[src/rtl/grid_ram_arbiter.sv]
// grid_ram_arbiter: shares the single-port snake grid RAM between the video fetcher and two game masters.
// Build option GRID_RAM_ARBITER_STATS_EN adds a saturating master stall counter on port stall_cnt.
`timescale 1ns/1ps
module grid_ram_arbiter #(
    parameter int ADDR_W = 11,
    parameter int DATA_W = 4
) (
    input  logic              clk,
    input  logic              reset,
    input  logic              vid_req,
    input  logic [ADDR_W-1:0] vid_addr,
    output logic [DATA_W-1:0] vid_rdata,
    output logic              vid_rvalid,
    input  logic              m0_req,
    input  logic              m0_we,
    input  logic [ADDR_W-1:0] m0_addr,
    input  logic [DATA_W-1:0] m0_wdata,
    output logic              m0_gnt,
    output logic [DATA_W-1:0] m0_rdata,
    output logic              m0_rvalid,
    input  logic              m1_req,
    input  logic              m1_we,
    input  logic [ADDR_W-1:0] m1_addr,
    input  logic [DATA_W-1:0] m1_wdata,
    output logic              m1_gnt,
    output logic [DATA_W-1:0] m1_rdata,
    output logic              m1_rvalid,
`ifdef GRID_RAM_ARBITER_STATS_EN
    output logic [15:0]       stall_cnt,
`endif
    output logic              ram_en,
    output logic              ram_we,
    output logic [ADDR_W-1:0] ram_addr,
    output logic [DATA_W-1:0] ram_wdata,
    input  logic [DATA_W-1:0] ram_rdata
);

    localparam logic [1:0] OWN_VID = 2'd0;
    localparam logic [1:0] OWN_M0  = 2'd1;
    localparam logic [1:0] OWN_M1  = 2'd2;

    logic       last_m1;    // 1 when m1 took the most recent master grant
    logic       m0_win;
    logic       m1_win;
    logic       any_gnt;
    logic       s1_valid;
    logic       s1_read;
    logic [1:0] s1_owner;
    logic       s2_valid;
    logic       s2_read;
    logic [1:0] s2_owner;

    always_comb begin
        m0_win = m0_req && (!m1_req || last_m1);
        m1_win = m1_req && (!m0_req || !last_m1);
    end

    assign m0_gnt  = !reset && !vid_req && m0_win;
    assign m1_gnt  = !reset && !vid_req && m1_win;
    assign any_gnt = vid_req || m0_gnt || m1_gnt;

    always_ff @(posedge clk) begin
        if (reset) begin
            ram_en    <= 1'b0;
            ram_we    <= 1'b0;
            ram_addr  <= '0;
            ram_wdata <= '0;
            last_m1   <= 1'b1;
            s1_valid  <= 1'b0;
            s1_read   <= 1'b0;
            s1_owner  <= OWN_VID;
            s2_valid  <= 1'b0;
            s2_read   <= 1'b0;
            s2_owner  <= OWN_VID;
        end else begin
            ram_en   <= any_gnt;
            ram_we   <= (m0_gnt && m0_we) || (m1_gnt && m1_we);
            s1_valid <= any_gnt;
            // address and write data hold their last values on idle cycles
            if (vid_req) begin
                ram_addr <= vid_addr;
                s1_owner <= OWN_VID;
                s1_read  <= 1'b1;
            end else if (m0_gnt) begin
                ram_addr  <= m0_addr;
                ram_wdata <= m0_wdata;
                s1_owner  <= OWN_M0;
                s1_read   <= !m0_we;
                last_m1   <= 1'b0;
            end else if (m1_gnt) begin
                ram_addr  <= m1_addr;
                ram_wdata <= m1_wdata;
                s1_owner  <= OWN_M1;
                s1_read   <= !m1_we;
                last_m1   <= 1'b1;
            end
            s2_valid <= s1_valid;
            s2_read  <= s1_read;
            s2_owner <= s1_owner;
        end
    end

    assign vid_rdata  = ram_rdata;
    assign m0_rdata   = ram_rdata;
    assign m1_rdata   = ram_rdata;
    assign vid_rvalid = s2_valid && s2_read && (s2_owner == OWN_VID);
    assign m0_rvalid  = s2_valid && s2_read && (s2_owner == OWN_M0);
    assign m1_rvalid  = s2_valid && s2_read && (s2_owner == OWN_M1);

`ifdef GRID_RAM_ARBITER_STATS_EN
    always_ff @(posedge clk) begin
        if (reset) begin
            stall_cnt <= '0;
        end else if (((m0_req && !m0_gnt) || (m1_req && !m1_gnt)) && (stall_cnt != 16'hFFFF)) begin
            stall_cnt <= stall_cnt + 16'd1;
        end
    end
`endif

endmodule

[config.mk]
export PLATFORM = sky130hd
export DESIGN_NAME = grid_ram_arbiter
export DESIGN_NICKNAME = d
export VERILOG_FILES = /design/src/rtl/grid_ram_arbiter.sv
export SDC_FILE = /design/constraint.sdc
export NUM_CORES = 1
export LEC_CHECK = 0
export CAP_MARGIN = 10
export CORE_ASPECT_RATIO = 1.1
export CORE_MARGIN = 1
export CORE_UTILIZATION = 66
export DETAILED_ROUTE_END_ITERATION = 12
export DONT_BUFFER_PORTS = 1
export PLACE_DENSITY = 0.79
export SYNTH_ARGS = -nofsm -noshare
export SYNTH_HDL_FRONTEND = slang
export SYNTH_SLANG_ARGS = --single-unit
[constraint.sdc]
create_clock -name clk -period 3.53 [get_ports clk]
set_input_delay 0.353 -clock clk [delete_from_list [all_inputs] [get_ports clk]]
set_output_delay 0.353 -clock clk [all_outputs]
set_load 0.05 [all_outputs]
==> results of run 1 <==
## stage by stage
| step | hold slack, ns | cell area (µm²) | utilization (%) | setup WS, ns | cells |
|---|---|---|---|---|---|
| after floorplan | 0.425 | 1420 | - | 1.30 | 156 |
| after global placement | 0.427 | 1220 | 60.5 | 1.49 | 158 |
| final | 0.0932 | 1250 | 61.8 | 1.48 | 162 |
| after global routing | 0.0719 | 1250 | 61.8 | 1.40 | 162 |
| after CTS | 0.0857 | 1250 | 61.8 | 1.48 | 162 |
| after detailed placement | 0.428 | 1220 | 60.5 | 1.47 | 158 |
## flip-flops by register name, indices dropped and copies added (netlist names)
register,flops
s2_valid,1
last_m1,1
s1_read,1
ram_we,1
s2_owner,2
ram_addr,11
ram_wdata,4
s1_valid,1
s1_owner,2
s2_read,1
## placed cells by master, fill, tap and decap left out, types with 2 or more instances in the layout
master | synthesis | routed
a2111oi_0 | 4 | 4
nand2_1 | 3 | 3
nand4_1 | 11 | 11
clkbuf_4 | 0 | 3
nor2_2 | 2 | 2
o211ai_1 | 11 | 11
buf_4 | 15 | 2
a21oi_1 | 7 | 7
nor4_1 | 8 | 8
nor2b_1 | 5 | 5
o22ai_1 | 11 | 11
nor3b_2 | 0 | 2
nor2_1 | 13 | 13
dfxtp_1 | 25 | 25
a311oi_1 | 11 | 11
## routing by layer
layer	share of wire, %	wire [µm]
met4	0.97	31
met1	37	1170
met2	47	1520
met5	0	0
met3	15	479
## worst register-to-register path, stage by stage, from the launching register on
cell      delay (ns)
dfxtp_1         0.41
nor2b_1         0.06
buf_4           0.19
nor3_2          0.72
a221oi_1        0.21
## cell type report
type                    count  share of cell area, %
inverters                   2                  0.601
well taps                  28                   2.81
multi-input cells         101                   53.2
repair buffers              2                   1.20
flip-flops and latches     25                   40.1
clock buffers               4                   2.10
## how the worst min path moves through the flow
| stage | slack (ns) | end | depth (start not counted) | startpoint |
|---|---|---|---|---|
| 3_5_place_dp | 0.43 | s1_valid | 1 | reset |
| 4_1_cts | 0.09 | s2_owner[0] | 1 | reset |
| 5_1_grt | 0.07 | ram_addr[10] | 1 | reset |
| 3_3_place_gp | 0.43 | s2_valid | 1 | reset |
| 2_1_floorplan | 0.42 | s2_owner[0] | 1 | reset |
| 6_report | 0.09 | s2_read | 1 | reset |
## cells in the mapped netlist, types with 2 or more instances
cell type and number:
o211ai_1 11, nor2b_1 5, nor2_2 2, a311oi_1 11
buf_6 3, buf_2 2, clkbuf_8 6, nand2_1 3
nor3_1 2, o22ai_1 11, nand4_1 11, buf_4 15
nor3b_1 2, nor2_1 13, a21oi_1 7, dfxtp_1 25
nor4_1 8, a2111oi_0 4
## power breakdown
group	internal [W]	total, W	switching (W)	leakage, nW
logic	0.0000269	0.0000686	0.0000417	0.171
registers	0.000302	0.000369	0.0000663	0.208
clock network	0.0000441	0.000125	0.0000813	0.0150
## kinds of logic (layout without fill, tap and decap cells)
group	after synthesis	in the layout	synth area share, %
simple gates	52	52	20.5
compound gates	49	49	25.4
buf+inv	30	8	18.7
flops	25	25	35.4
==> results.yml, run 1 <==
status:
  status: "complete, no violations"
die:
  io_pins: 86
  die_area_um2: 2330
  rows: 17
  fp.dieW_um: 46.2
  initial_utilization_pct: 70.0
  die_h_um: 50.6
  core_um2: 2020
global_route:
  grt_pass1_vias: 1126
  grt-busiest-layer: "met2"
  grt_util_all_layers_pct: 27.0
  grtUsageMet3_pct: 12.2
  grt_start_max_net_pins: 25
  grt.overflow.total: 0
  grt_pass1_wl_um: 4770
  grtUsageMet2_pct: 39.0
  use_met1_pct: 33.6
  antenna_found_initial: 0
place:
  dp_hpwl_um: 2220
  routabilityCongestion: 0.683
  io_buffers: 0
clock_network:
  worstSkewPairLatency_ns: 0.31
  clkSinkCount: 25
  cts_tree: "built"
  post-cts-setup-buffer-count: 0
  cts_resized: 0
  cts_buffers: 3
  path_clk_slew_ns: 0.13
  htreeDepth: 1
  clk_path_buf_depth: 2
  cts_root_buf: "clkbuf_4"
  hold_buffers: 0
worst_setup_path:
  critPathSlowestCell: "nor3_2"
  path_delay_family: "simple AND/OR/NAND/NOR gates"
  cp_slowest_stage_delay_ns: 0.85
  worst-endpoint-required_ns: 3.18
  cp.buffers_inverters: 0
  critPathKind: "input pin to output pin"
  crit_start: "reset"
  critPathMaxFanout: 24
  worst-endpoint-arrival_ns: 1.69
  cp.depth: 2
  ff2ff_path_depth: 4
  end_kind: "output pin"
  rr_endpoint: "s1_read"
  worstSetupStartpointType: "input pin"
  crit_chain: "or2_1, nor3_2"
  rr_startpoint: "last_m1"
  r2r_slack_ns: 1.80
  critPathCapture: "m0_gnt"
logic_synthesis:
  ys_types: 33
  synth.yosys.seq_area_share_pct: 35.4
  yosysWarnings: 0
  postSynthCellCount: 156
  ys_top_cells_by_area: "dfxtp_1 35%, buf_4 8.0%, a311oi_1 6.8%"
  synth_edf_count: 0
  ys_ff_latch: 25
  synth.top_cell.area_share_pct: 35.4
  async_flop_share_pct: 0
  ys.flop_type: "dfxtp_1"
  synth.avg_cell_area_um2: 9.07
  syn-num-nets: 208
  synth_top_cell_by_area: "dfxtp_1"
  synthesis.area_um2: 1420
cells_and_area:
  layout.filler_cells: 185
  drive_gt1_share_pct: 11.2
  multi_input_area_um2: 664
  antennaDiodeCount: 0
  area_growth_pct: -11.8
  seq_area_um2: 500
  nets: 187
routing:
  vias: 1195
  via_per_inst: 7.38
  drt_pass1_iterations: 5
  routedWlPerCell_um: 19.8
  drtAntennaViolNets: 0
  drt_iter0_markers: 40
  wirelength_um: 3200
  drc: 0
timing:
  worst_pin_slew_ns: 0.933
  slew_headroom_pct: 37.5
  setup_viol: 0
  clock_skew_ns: 0.00329
  setup-tns-final_ns: 0
  grt_setup_unrepaired: "false"
  hold_viol: 0
  fmax_mhz: 489
  slew_violations: 0
  fin_crit_sh_pct: 58.0
  fin_crit_ns: 2.05
power:
  max-vdd-ir-drop_mv: 0.226
  p_per_area_nw_per_um2: 451
  leakagePower_nw: 0.394
  fin_total_pwr_w: 0.000563
min_path:
  min-delay-path-class: "input pin to register"
job:
  maxCapViolations: 0
(Power assumes the default switching activity.)
==> inputs of run 2 (changes only) <==
- CORE_UTILIZATION: 66 -> 61
- PLACE_DENSITY: 0.79 -> 0.74
- clock period: 3.53 -> 2 ns (I/O delays scaled with it)
==> results.yml, run 2 (synthesized netlist as in run 1, its figures left out) <==
min_path:
  min-delay-path-class: "input pin to register"
  min_from: "m0_we"
  hold_end: "ram_we"
  holdPathStages: 1
clock_network:
  worstSkewPairLatency_ns: 0.32
  path_clk_slew_ns: 0.12
  hold_buffers: 3
  post-cts-setup-buffer-count: 0
  cts_buffers: 3
  cts_tree: "built"
  htreeDepth: 1
  clk_path_buf_depth: 2
  cts_root_buf: "clkbuf_4"
  cts_resized: 0
  clkSinkCount: 25
cells_and_area:
  final_common_cell: "dfxtp_1"
  area_growth_pct: -4.86
  largest-register: "ram_addr"
  drive_gt1_share_pct: 16.4
  reg_top3: "ram_addr (11), ram_wdata (4)"
  nets: 199
  final_cell_mix: "25 x dfxtp_1, 13 x nor2_1"
  antennaDiodeCount: 0
  largest_reg_flops: 11
place:
  dp_hpwl_um: 2280
  routabilityCongestion: 0.717
  io_buffers: 0
die:
  rows: 17
  fp.dieW_um: 47.9
  die_h_um: 52.5
  initial_utilization_pct: 67.2
  core_um2: 2110
  die_area_um2: 2520
  io_pins: 86
routing:
  wirelength_um: 3340
  drc: 0
  via_per_inst: 6.95
  routedWlPerCell_um: 19.2
  drt_iter0_markers: 21
  vias: 1210
  drtAntennaViolNets: 0
  drt_pass1_iterations: 4
worst_setup_path:
  end_kind: "register"
  ff2ff_path_depth: 5
  critPathKind: "register to register"
  r2r_slack_ns: 0.25
  rr_startpoint: "last_m1"
  worst-endpoint-arrival_ns: 2.02
  critPathMaxFanout: 10
  rr_endpoint: "s1_read"
  worst-endpoint-required_ns: 2.27
  worstSetupStartpointType: "register"
status:
  status: "complete, no violations"
timing:
  setup-tns-final_ns: 0
  fin_crit_sh_pct: 87.5
  whs_ns: 0.00825
  worst_pin_slew_ns: 0.761
  setup_viol: 0
  fin_crit_ns: 1.75
  slew_headroom_pct: 49.1
  clock_skew_ns: 0.00603
  hold_viol: 0
  fmax_mhz: 571
  slew_violations: 0
  grt_setup_unrepaired: "false"
global_route:
  grt_pass1_wl_um: 5190
  antenna_found_initial: 0
  grt_pass1_vias: 1139
  grt_start_max_net_pins: 25
  grt.overflow.total: 0
  grt_util_all_layers_pct: 29.1
power:
  leakagePower_nw: 0.453
  max-vdd-ir-drop_mv: 0.436
  p_per_area_nw_per_um2: 761
job:
  maxCapViolations: 0
[run 2: cell types whose count changed in the layout (fill, tap and decap cells not counted)]
cell           before  now
buf_4               2   11
dlygate4sd3_1       0    3
[run 2: worst max-delay path by stage]
stage,from,endpoint,slack (ns),cells past startpoint
4_1_cts,last_m1,s1_read,0.29,5
3_3_place_gp,last_m1,ram_wdata[2],0.56,3
6_report,last_m1,s1_read,0.25,5
2_1_floorplan,s2_valid,m0_rvalid,0.27,2
3_5_place_dp,last_m1,ram_wdata[1],0.47,3
5_1_grt,last_m1,s1_read,0.13,5
[run 2: critical path, cell delays in order (launching register included)]
cell	delay, ns
dfxtp_1	0.36
nor2b_1	0.16
buf_4	0.20
nor3_2	0.07
a221oi_1	0.32
dlygate4sd3_1	0.59
[run 2: stage by stage]
step | worst slack, ns | utilization, % | total power (W) | area [µm²] | std cells
4_1_cts | 0.292 | 63.9 | 0.00103 | 1350 | 174
6_report | 0.249 | 63.9 | 0.00102 | 1350 | 174
3_3_place_gp | 0.562 | 61.3 | 0.000792 | 1290 | 167
3_5_place_dp | 0.474 | 61.3 | 0.000796 | 1290 | 167
2_1_floorplan | 0.270 | - | 0.000856 | 1420 | 156
5_1_grt | 0.130 | 63.9 | 0.00107 | 1350 | 174
[run 2: metal layers]
| layer | vias to the layer above | share of wire, % | GRT usage (%) |
|---|---|---|---|
| met5 | - | 0 | 0 |
| met4 | 0 | 1.6 | 10.2 |
| met3 | 8 | 11 | 9.66 |
| met2 | 63 | 46 | 47.1 |
| met1 | 562 | 41 | 35.0 |
| li1 | 577 | - | - |
[run 2: report_power, final]
part	switching [W]	internal (W)	leakage [nW]
Combinational	0.0000973	0.0000625	0.231
Sequential	0.000104	0.000534	0.208
Clock	0.000149	0.0000783	0.0150
[run 2: cell type report]
| cell class | count | area [µm²] |
|---|---|---|
| sequential | 25 | 500 |
| tap | 28 | 35.0 |
| multi-input combinational | 101 | 664 |
| inverter | 2 | 7.51 |
| fill | 182 | 759 |
| clock buffer | 4 | 26.3 |
| timing repair buffer | 14 | 113 |
==> inputs of run 3 (changes only) <==
- CORE_MARGIN: 1 -> 1.5
- SLEW_MARGIN: unset -> 40
==> results.yml, run 3 (synthesized netlist as in run 1, its figures left out) <==
cells_and_area:
  final_cell_mix: "25 x dfxtp_1, 13 x nor2_1"
  largest-register: "ram_addr"
  multi_input_area_um2: 664
  antennaDiodeCount: 0
  nets: 196
  final_common_cell: "dfxtp_1"
  largest_reg_flops: 11
  drive_gt1_share_pct: 14.7
  area_growth_pct: -6.28
  layout.filler_cells: 200
  seq_area_um2: 500
  reg_top3: "ram_addr (11), ram_wdata (4)"
  fin_cells: 173
timing:
  clock_skew_ns: 0.00389
  grt_setup_unrepaired: "false"
  worst_pin_slew_ns: 0.791
  fin_crit_ns: 1.85
  worst_slack_ns: 0.152
  slew_violations: 0
  setup-tns-final_ns: 0
  setup_viol: 0
  hold_viol: 0
  slew_headroom_pct: 47.1
  fmax_mhz: 541
  fin_crit_sh_pct: 92.4
global_route:
  grt_util_all_layers_pct: 24.6
  grt.overflow.total: 0
  antenna_found_initial: 0
  grt_pass1_vias: 1106
  grt_pass1_wl_um: 5060
  grt_start_max_net_pins: 25
place:
  dpl.cell_count: 166
  dp_hpwl_um: 2280
  routabilityCongestion: 0.762
  place_ws_ns: 0.408
  io_buffers: 0
routing:
  drt_iter0_markers: 62
  routedWlPerCell_um: 19.2
  drtAntennaViolNets: 0
  wirelength_um: 3320
  vias: 1261
  via_per_inst: 7.29
  drc: 0
  drt_pass1_iterations: 5
die:
  core_um2: 2230
  die_h_um: 53.5
  io_pins: 86
  fp.dieW_um: 48.9
  initial_utilization_pct: 63.5
  rows: 18
  die_area_um2: 2620
worst_setup_path:
  worst-endpoint-required_ns: 2.26
  critPathMaxFanout: 7
  end_kind: "register"
  worstSetupStartpointType: "register"
  worst-endpoint-arrival_ns: 2.11
  critPathKind: "register to register"
clock_network:
  cts_buffers: 3
  cts_tree: "built"
  clk_path_buf_depth: 2
  htreeDepth: 1
  cts_resized: 0
  clkSinkCount: 25
  cts_root_buf: "clkbuf_4"
  path_clk_slew_ns: 0.13
  worstSkewPairLatency_ns: 0.31
power:
  leakagePower_nw: 0.437
  max-vdd-ir-drop_mv: 0.498
  fin_total_pwr_w: 0.00101
  p_per_area_nw_per_um2: 765
status:
  status: "complete, no violations"
job:
  maxCapViolations: 0
min_path:
  min-delay-path-class: "input pin to register"
## run 3: changes by cell type in the layout (fill, tap and decap cells not counted), sizes merged
cell / previous run / this run
buf: 11 / 8
## run 3: final cells by class
cell class,count,area share (%)
Tap cell,30,2.83
Timing Repair Buffer,11,6.79
Multi-Input combinational cell,101,50.1
Inverter,2,0.566
Clock buffer,4,1.98
Sequential cell,25,37.7
## run 3: metal layers
metal  track usage, %  share of wire, %
met5                0                 0
met4             6.67              0.36
met3             7.06                11
met2             43.8                50
met1             29.4                39
## run 3: path summary, 6_finish.rpt
kind | endpoint | cells past startpoint | slack [ns] | startpoint
min reg2reg | s2_owner[0] | 1 | 0.48 | s1_owner[0]
min | ram_we | 1 | 0.01 | m1_we
max | s1_read | 4 | 0.15 | last_m1
max reg2reg | s1_read | 4 | 0.15 | last_m1
## run 3: repair_timing
| item | 4_1_cts | 5_1_grt |
|---|---|---|
| hold endpoints to repair | 22 | 0 |
| setup buffers | 0 | 0 |
| hold buffers | 3 | 0 |
## run 3: power breakdown
group	switching [W]	leakage, nW	internal, W
logic	0.0000837	0.215	0.0000570
registers	0.000118	0.208	0.000534
clock network	0.000145	0.0150	0.0000777
## run 3: per-stage QoR
step                area (µm²)  hold slack (ns)  utilization, %
global placement          1270            0.274            57.0
global route              1330          0.00739            59.5
finish                    1330           0.0144            59.5
detailed placement        1270            0.277            57.0
floorplan                 1420            0.272               -
CTS                       1330           0.0103            59.5
## run 3: worst max-delay path, cell delays in order, from the launching register on
cell and delay (ns):
dfxtp_1 0.36, nor2b_1 0.47, nor3_2 0.11, a221oi_1 0.29, dlygate4sd3_1 0.57
==> variant (settings of run 3) <==
Add a define of `GRID_RAM_ARBITER_STATS_EN`.
--- a/src/rtl/grid_ram_arbiter.sv
+++ b/src/rtl/grid_ram_arbiter.sv
@@ -1,6 +1,8 @@
 // grid_ram_arbiter: shares the single-port snake grid RAM between the video fetcher and two game masters.
 // Build option GRID_RAM_ARBITER_STATS_EN adds a saturating master stall counter on port stall_cnt.
 `timescale 1ns/1ps
+`define GRID_RAM_ARBITER_STATS_EN
+
 module grid_ram_arbiter #(
     parameter int ADDR_W = 11,
     parameter int DATA_W = 4
Formal check against the unedited RTL (old outputs only; new: stall_cnt): equivalent (Yosys induction, for registers that start in step).
==> variant against run 3 <==
  * Synthesized cell count rose by 67%
  * Total power grew 61%
  * Setup slack improved by 0.062 ns
  * First-iteration DRC count rose by 71%
  * Clock power grew 110%
  * Cell area grew 84%
  * Count of clock-buffer cells in the layout rose by 3
  * Critical path depth did not move
  * Area after synthesis up 59%
  * Sequential cell count up 16
  * Wire length is 66% higher
  * Critical endpoint is now stall_cnt[7]
==> variant: results (changes against run 3) <==
ant diodes 0 (unchanged); CTS buffer count 5 (+2); Synth Area in Compound Gates 23.5% (-1.9 points); ranking of synthesized cells by area dfxtp_1 (37%), o31ai_1 (5.3%), nor2b_1 (5.3%), a211oi_1 (4.7%), buf_4 (4.7%); status complete, no violations; drt first pass iters 4 (-1); hold path cells 2 (+1); flop2flop setup slack 0.21 ns (+0.06 ns); worst vdd rail ir drop 0.000440 V (-12%); layout cell share with drive strength beyond 1 19.5% (+4.8 points); Critical Path End stall_cnt[7]; Post-synth top cells dfxtp_1 (41), nor2b_1 (19), nand2_1 (18); Yosys cell types 53 (+61%); # Post-CTS Setup Buffers 0 (unchanged); largest net degree at the start of global routing 29 (+16%); mux contribution to synthesized area 2.84% (+2.8 points); synthesized instance count 260 (+67%); dpl cell area 2340 sq um (+84%); Top reg by flops stall_cnt; worst skew pair latency 0.36 ns (+0.05 ns); nets@finish 319 (+63%); CTS H-tree depth 2 (+1); hold slack 0.00123 ns (-0.0131 ns); Worst path max stage delay 0.48 ns (-0.09 ns); Clock Skew 0.0121 ns (+0.00816 ns); deepest clock path buffer count 2 (unchanged); Placed Cells 304 (+83%); highest net fanout along the worst path 6 (-1); crit path max-delay cell type nor4_4; Reg2Reg Launch Point stall_cnt[8]; Tightest Pin Transition 0.725 ns (-0.0667 ns); top flop regs stall_cnt: 16 flops, ram_addr: 11 flops, ram_wdata: 4 flops; HPWL after DPL 4030 um (+77%); vias in the first global route 1,961 (+77%); DR vias/cell 6.35 (-13%); Initial DRC Count 106 (+71%); routability congestion estimate 0.869 (+14%); Final min period 1.79 ns (-0.0619 ns); final WL 5530 um (+66%); Syn Nets 313 (+50%); origin of the worst min-delay path m0_req; first-pass GRT wire length 8790 um (+74%); sequential fraction of the synthesis area 36.5% (+1.2 points); GRT Total Usage 28.6% (+4.0 points); Worst setup SP type flop; CTS Hold Bufs 2 (-1); worst hold endpoint s1_owner[0]; WP data arrival 2.04 ns (-0.07 ns); Synth Area in Adders 0.557% (+0.56 points)
variant: per-layer routing:
metal | part of all wire [%] | GRT usage, %
met2 | 50 | 51.2
met3 | 9.0 | 9.90
met4 | 2.0 | 10.3
met1 | 39 | 30.2
met5 | 0 | 0
variant: cells by family after synthesis:
| logic type | Yosys count |
|---|---|
| muxes | 6 |
| AOI/OAI and AO/OA | 74 |
| buffers and inverters | 45 |
| and+or+nand+nor | 93 |
| adders and majority gates | 1 |
| DFF | 41 |
variant: final cells by class:
| type | count | area (sq um) |
|---|---|---|
| flip-flops and latches | 41 | 823 |
| multi-input cells | 174 | 1200 |
| inverters | 16 | 60.1 |
| well taps | 48 | 60.1 |
| fillers | 292 | 1000 |
| clock buffers | 7 | 65.1 |
| clock inverters | 1 | 5.00 |
| repair buffers | 28 | 218 |
variant: report_power, final:
part           internal [mW]  total, mW  switching [mW]
clock                  0.204      0.477           0.273
combinational         0.0742      0.183           0.109
sequential             0.857      0.970           0.112
